$ cat config.mk
export PLATFORM = sky130hd
export DESIGN_NAME = mc_control_fsm
export DESIGN_NICKNAME = d
export VERILOG_FILES = /design/src/rtl/mc_pkg.sv /design/src/rtl/mc_control_fsm_alu_op_decode.sv /design/src/rtl/mc_control_fsm.sv
export SDC_FILE = /design/constraint.sdc
export NUM_CORES = 1
export LEC_CHECK = 0
export ABC_AREA = 1
export BUFFER_PORTS_ARGS = -buffer_cell sky130_fd_sc_hd__buf_2
export CAP_MARGIN = 10
export CORE_MARGIN = 2
export CORE_UTILIZATION = 39
export CTS_CLUSTER_SIZE = 40
export DETAILED_ROUTE_END_ITERATION = 8
export PLACE_DENSITY = 0.9
export RECOVER_POWER = 50
export SYNTH_ARGS = -nofsm -noshare
export SYNTH_HDL_FRONTEND = slang
export SYNTH_SLANG_ARGS = --single-unit
$ cat constraint.sdc
create_clock -name clk -period 1.48 [get_ports clk]
set_clock_uncertainty 0.2 [all_clocks]
set_input_delay 0 -clock clk [delete_from_list [all_inputs] [get_ports clk]]
set_output_delay 0 -clock clk [all_outputs]
set_load 0.01 [all_outputs]
$ cat src/rtl/mc_pkg.sv
// Shared encodings for the multicycle MIPS control unit: opcodes, functs,
// FSM states and the datapath select/ALU codes.
package mc_pkg;
  localparam logic [5:0] OP_RTYPE = 6'h00, OP_J    = 6'h02, OP_JAL  = 6'h03,
                         OP_BEQ   = 6'h04, OP_BNE  = 6'h05, OP_ADDI = 6'h08,
                         OP_ANDI  = 6'h0C, OP_ORI  = 6'h0D, OP_XORI = 6'h0E,
                         OP_LUI   = 6'h0F, OP_LW   = 6'h23, OP_SW   = 6'h2B;

  localparam logic [5:0] F_ADD = 6'h20, F_SUB = 6'h22, F_AND = 6'h24, F_OR = 6'h25,
                         F_XOR = 6'h26, F_NOR = 6'h27, F_SLT = 6'h2A, F_SLLV = 6'h04;

  typedef enum logic [3:0] {
    S_INIT, S_IF, S_ID, S_EX_R, S_EX_I, S_MEM_ADDR, S_MEM_RD, S_MEM_WR,
    S_WB_R, S_WB_I, S_WB_LW, S_BR, S_JMP
  } state_t;

  localparam logic [3:0] ALU_ADD = 4'd0, ALU_SUB = 4'd1, ALU_AND = 4'd2, ALU_OR = 4'd3,
                         ALU_XOR = 4'd4, ALU_NOR = 4'd5, ALU_SLT = 4'd6, ALU_SLLV = 4'd7,
                         ALU_LUI = 4'd8;

  localparam logic [2:0] SRCB_B = 3'b000, SRCB_FOUR = 3'b001, SRCB_SEXT = 3'b010,
                         SRCB_ZEXT = 3'b011, SRCB_SEXT_SH2 = 3'b100;

  localparam logic [1:0] PCS_ALU = 2'b00, PCS_ALUOUT = 2'b01, PCS_JUMP = 2'b10;
  localparam logic [1:0] WDS_ALU = 2'b00, WDS_MDR = 2'b01, WDS_PC = 2'b10;

  function automatic logic op_legal(input logic [5:0] op);
    case (op)
      OP_RTYPE, OP_J, OP_JAL, OP_BEQ, OP_BNE, OP_ADDI, OP_ANDI, OP_ORI,
      OP_XORI, OP_LUI, OP_LW, OP_SW: op_legal = 1'b1;
      default:                       op_legal = 1'b0;
    endcase
  endfunction
endpackage

$ cat src/rtl/mc_control_fsm_alu_op_decode.sv
// ALU operation select from (state, opcode, funct); flags unknown R-type functs.
module alu_op_decode
  import mc_pkg::*;
(
  input  state_t      state,
  input  logic [5:0]  opcode,
  input  logic [5:0]  funct,
  output logic [3:0]  alu_op,
  output logic        bad_funct
);
  always_comb begin
    alu_op    = ALU_ADD;
    bad_funct = 1'b0;
    case (state)
      S_EX_R:
        case (funct)
          F_ADD:   alu_op = ALU_ADD;
          F_SUB:   alu_op = ALU_SUB;
          F_AND:   alu_op = ALU_AND;
          F_OR:    alu_op = ALU_OR;
          F_XOR:   alu_op = ALU_XOR;
          F_NOR:   alu_op = ALU_NOR;
          F_SLT:   alu_op = ALU_SLT;
          F_SLLV:  alu_op = ALU_SLLV;
          default: bad_funct = 1'b1;
        endcase
      S_EX_I:
        case (opcode)
          OP_ANDI: alu_op = ALU_AND;
          OP_ORI:  alu_op = ALU_OR;
          OP_XORI: alu_op = ALU_XOR;
          OP_LUI:  alu_op = ALU_LUI;
          default: alu_op = ALU_ADD;
        endcase
      S_BR:    alu_op = ALU_SUB;
      default: alu_op = ALU_ADD;
    endcase
  end
endmodule

$ cat src/rtl/mc_control_fsm.sv
// Multicycle MIPS control FSM: state register plus Moore decode of
// state and the latched instruction word into datapath controls.
module mc_control_fsm
  import mc_pkg::*;
#(
  parameter logic [4:0] WB_JAL_REG = 5'd31
) (
  input  logic        clk,
  input  logic        Reset_n,
  input  logic [31:0] Inst,
  input  logic        Zero,
  output logic [4:0]  R_Addr_A,
  output logic [4:0]  R_Addr_B,
  output logic [4:0]  W_Addr,
  output logic        Write_Reg,
  output logic        PC_Write,
  output logic        IR_Write,
  output logic        Mem_Write,
  output logic [1:0]  PC_Src,
  output logic        ALU_SrcA,
  output logic [2:0]  ALU_SrcB,
  output logic [3:0]  ALU_OP,
  output logic [1:0]  W_Data_Src,
  output logic        Illegal
);
  state_t     state;
  logic [5:0] opcode, funct;
  logic [4:0] rs, rt, rd;
  logic       bad_funct, wr_en;
  logic       unused_shamt;

  assign opcode       = Inst[31:26];
  assign funct        = Inst[5:0];
  assign rs           = Inst[25:21];
  assign rt           = Inst[20:16];
  assign rd           = Inst[15:11];
  assign unused_shamt = ^Inst[10:6];

  alu_op_decode u_alu_dec (
    .state     (state),
    .opcode    (opcode),
    .funct     (funct),
    .alu_op    (ALU_OP),
    .bad_funct (bad_funct)
  );

  always_ff @(posedge clk or negedge Reset_n) begin
    if (!Reset_n) state <= S_INIT;
    else begin
      case (state)
        S_INIT: state <= S_IF;
        S_IF:   state <= S_ID;
        S_ID:
          case (opcode)
            OP_RTYPE:                                state <= S_EX_R;
            OP_ADDI, OP_ANDI, OP_ORI, OP_XORI, OP_LUI: state <= S_EX_I;
            OP_LW, OP_SW:                            state <= S_MEM_ADDR;
            OP_BEQ, OP_BNE:                          state <= S_BR;
            OP_J, OP_JAL:                            state <= S_JMP;
            default:                                 state <= S_IF;
          endcase
        S_EX_R:     state <= bad_funct ? S_IF : S_WB_R;
        S_EX_I:     state <= S_WB_I;
        S_MEM_ADDR: state <= (opcode == OP_SW) ? S_MEM_WR : S_MEM_RD;
        S_MEM_RD:   state <= S_WB_LW;
        default:    state <= S_IF;
      endcase
    end
  end

  // Outputs are combinational off the state register, so the async reset
  // (state -> INIT) drops every strobe immediately.
  always_comb begin
    R_Addr_A   = (state == S_INIT) ? 5'd0 : rs;
    R_Addr_B   = (state == S_INIT) ? 5'd0 : rt;
    W_Addr     = 5'd0;
    wr_en      = 1'b0;
    PC_Write   = 1'b0;
    IR_Write   = 1'b0;
    Mem_Write  = 1'b0;
    PC_Src     = PCS_ALU;
    ALU_SrcA   = 1'b0;
    ALU_SrcB   = SRCB_B;
    W_Data_Src = WDS_ALU;
    Illegal    = 1'b0;
    case (state)
      S_IF: begin
        PC_Write = 1'b1;
        IR_Write = 1'b1;
        ALU_SrcB = SRCB_FOUR;
      end
      S_ID: begin
        ALU_SrcB = SRCB_SEXT_SH2;
        Illegal  = !op_legal(opcode);
      end
      S_EX_R: begin
        ALU_SrcA = 1'b1;
        Illegal  = bad_funct;
      end
      S_EX_I: begin
        ALU_SrcA = 1'b1;
        ALU_SrcB = (opcode == OP_ADDI) ? SRCB_SEXT : SRCB_ZEXT;
      end
      S_MEM_ADDR: begin
        ALU_SrcA = 1'b1;
        ALU_SrcB = SRCB_SEXT;
      end
      S_MEM_WR: Mem_Write = 1'b1;
      S_WB_R: begin
        W_Addr = rd;
        wr_en  = 1'b1;
      end
      S_WB_I: begin
        W_Addr = rt;
        wr_en  = 1'b1;
      end
      S_WB_LW: begin
        W_Addr     = rt;
        wr_en      = 1'b1;
        W_Data_Src = WDS_MDR;
      end
      S_BR: begin
        ALU_SrcA = 1'b1;
        PC_Src   = PCS_ALUOUT;
        PC_Write = (opcode == OP_BNE) ? ~Zero : Zero;
      end
      S_JMP: begin
        PC_Write = 1'b1;
        PC_Src   = PCS_JUMP;
        if (opcode == OP_JAL) begin
          W_Addr     = WB_JAL_REG;
          wr_en      = 1'b1;
          W_Data_Src = WDS_PC;
        end
      end
      default: ;
    endcase
    Write_Reg = wr_en && (W_Addr != 5'd0);
  end
endmodule

==> run metrics <==
Peak Freq=582 MHz; Final Power=approximately 1.6 mW; cell row count=16; estimated wirelength of the detail-placed design=2180 um; layout filler cell count=164; violated checks=hold timing, setup timing; number of warnings issued by yosys=0; setup repair after global routing missed its margin=yes; Max-slew headroom=75.7%; net count after synthesis=208; share of synthesized cell area in full adder, half adder and majority cells=0%; Setup crit start kind=register; clock sink count=4; final count of negative-setup-slack endpoints=25; time the final worst path needs with I/O delays and setup=1.72 ns; number of antenna violations at the first check in global routing=0; leakage power=0.896 nW; biggest regs=state (4); top cells by area, synth=sky130_fd_sc_hd__nand2_1 18%, sky130_fd_sc_hd__nor2_1 17%, sky130_fd_sc_hd__nand3_1 16%, sky130_fd_sc_hd__inv_1 15%, sky130_fd_sc_hd__dfrtp_1 12%; required time reported for the critical path endpoint=around 1.3 ns; min setup slack post-route=-0.237 ns; post-route worst hold slack=-0.0115 ns; number of top-level design ports=between 60 and 70; Area Growth Syn to Fin=74.6%; worst-skew pair later-pin latency=0.26 ns; synthesized area per cell=4.83 um^2; global route total overflow=0; portion of netlist area occupied by mux cells=0%; level count of the clock H-tree=1; compound-cell area share of the yosys netlist=under 10%; number of standard cells after synthesis=173; share of synthesized area occupied by flip-flops and latches=12.0%; synthesized-area fraction occupied by and/or/nand/nor cells=64.2%; Distinct cells, synth=19; First DRT Iteration DRCs=26; CTS tree=built; antenna fix cells=0; die footprint=2530 um^2; CP peak stage delay=roughly 0.45 ns; largest register by flop count=state; combined area of all synthesized cells=836 um^2; DR WL/cell=around 12 um; Synth top area share=18.4%; status=finished with violations; horizontal extent of the die=roughly 50 um; slew of the pin with the lowest slew margin=0.364 ns; cell at the root of the clock tree=sky130_fd_sc_hd__clkbuf_4; Final Max Tran Viols=0; post-synthesis share of cell area spent on xor and xnor gates=0%; number of buffers added by the clock tree synthesis step=3; number of maximum-capacitance violations=0; critical path, cell by cell=nor2_4 > inv_4 > nor2_4 > nand2_1 > nand3_2 > nor2_1 > nand3_1 > buf_2; cell with the biggest individual delay on the critical path=sky130_fd_sc_hd__dfrtp_2; peak supply drop=just over 0.6 mV; maximum fanout count along the critical path=6; Critical Path Most Common Cell=sky130_fd_sc_hd__nor2_4; main combinational cell family by area after synthesis=simple AND/OR/NAND/NOR gates; via count=1415; Total GRT Usage=23.5%; class of the most critical setup path=reg -> out; vertical extent of the die=approximately 50 um; pin count of the biggest net entering global routing=11; Post-Place Setup Slack=-0.0115 ns; maximum buffer depth of the clock tree=2; count of TritonRoute iterations in the first routing pass=4; Final period util=116%; top cell type by total area after synthesis=sky130_fd_sc_hd__nand2_1; IO Port Bufs=just over 60; core area=1980 um^2; global-route wire length before repair=4780 um; signal arrival time at the worst endpoint=1.52 ns; remaining design rule violation count=0; number of synthesized register bits=4; share of final-layout standard cells stronger than drive strength 1=45.4%; RePlAce Congestion=slightly below 0.9; Fin. Hold Viols=1; number of vias per cell=5.13; Detailed Route WL=3280 um; aggregate negative setup slack=-4.12 ns; power density over the cells=1120 nW/um^2; via count of the first global-routing pass=1234; NumNets Final=286; starting utilization of the core area=between 40% and 50%; max reg flops=4; clock-pin slew on the worst setup and hold paths=around 0.050 ns; residual antenna-violating net count after detailed routing=0; class of the tightest hold or removal check=in -> reg; endpoint kind of the worst setup timing path=output port
## cell usage in the layout (no fill, tap or decap), drive strengths merged, types with 2 or more instances in the layout
cell and n:
nand3 26, inv 34, o21ai 8, dlygate4sd3 2
a21oi 2, buf 70, nand2 42, nor3 6
nand4 2, nor2 44, clkbuf 3, dfrtp 4
## per-layer routing
layer / global-route usage [%] / part of all wire [%]
met1: 23.8 / 35
met2: 45.0 / 50
met3: 5.95 / 11
met4: 9.46 / 3.6
met5: 0 / 0
## synthesized netlist by cell type, drive strengths merged
library cell	n
inv	34
nor2	43
o22ai	1
nand3	26
a21oi	2
dfrtp	4
nand3b	1
o21ai	8
a21boi	1
nor2b	1
or2	1
a22oi	1
nand4	2
nand2	42
nor3	6
## cells by family after synthesis
kind of cell	Yosys count
AND/OR/NAND/NOR	122
buffers and inverters	34
AO/OA/AOI/OAI	13
flip-flops	4
## layout make-up
class | instances | area [um^2] | share of cell area, %
clock buffer | 3 | 22.5 | 1.54
sequential | 4 | 105 | 7.20
inverter | 34 | 133 | 9.09
tap | 27 | 33.8 | 2.32
multi-input combinational | 136 | 753 | 51.6
timing repair buffer | 72 | 412 | 28.2
## timing repair
action / 4_1_cts / 5_1_grt
resized for setup: 26 / 23
pin swaps: 4 / 7
hold buffers: 2 / 0
setup endpoints to repair: 27 / 29
setup buffers: 4 / 3
gates cloned: 1 / 0
endpoints found under the hold margin: 4 / 0
## report_power, final
part | switching [mW] | leakage, nW | internal [mW] | total, mW
Clock | 0.0638 | 0.0138 | 0.0920 | 0.156
Combinational | 0.775 | 0.836 | 0.487 | 1.26
Sequential | 0.0670 | 0.0462 | 0.153 | 0.220
## critical path: cells and delay by family, from the launching register on
kind                   cells  cell delay [ns]
buffers and inverters      2             0.21
and+or+nand+nor            6             0.60
DFF                        1             0.45
## metrics by stage
| stage | instance area, um^2 | utilization [%] | instances |
|---|---|---|---|
| after floorplan | 836 | - | 173 |
| after global placement | 1190 | 60.0 | 263 |
| after detailed placement | 1190 | 60.0 | 263 |
| after CTS | 1350 | 67.9 | 273 |
| after global routing | 1460 | 73.6 | 276 |
| final | 1460 | 73.6 | 276 |
## final timing paths
| check | from | to | slack, ns | depth (start not counted) |
|---|---|---|---|---|
| max in group asynchronous | Reset_n | state[2] | 0.47 | 3 |
| max reg2reg | state[1] | state[0] | 0.06 | 6 |
| min in group asynchronous | Reset_n | state[3] | 0.42 | 3 |
| max | state[1] | Write_Reg | -0.24 | 8 |
| min | Inst[2] | state[3] | -0.01 | 6 |
| min reg2reg | state[0] | state[1] | 0.47 | 2 |
Note: power is estimated with default switching activity, not from simulation.
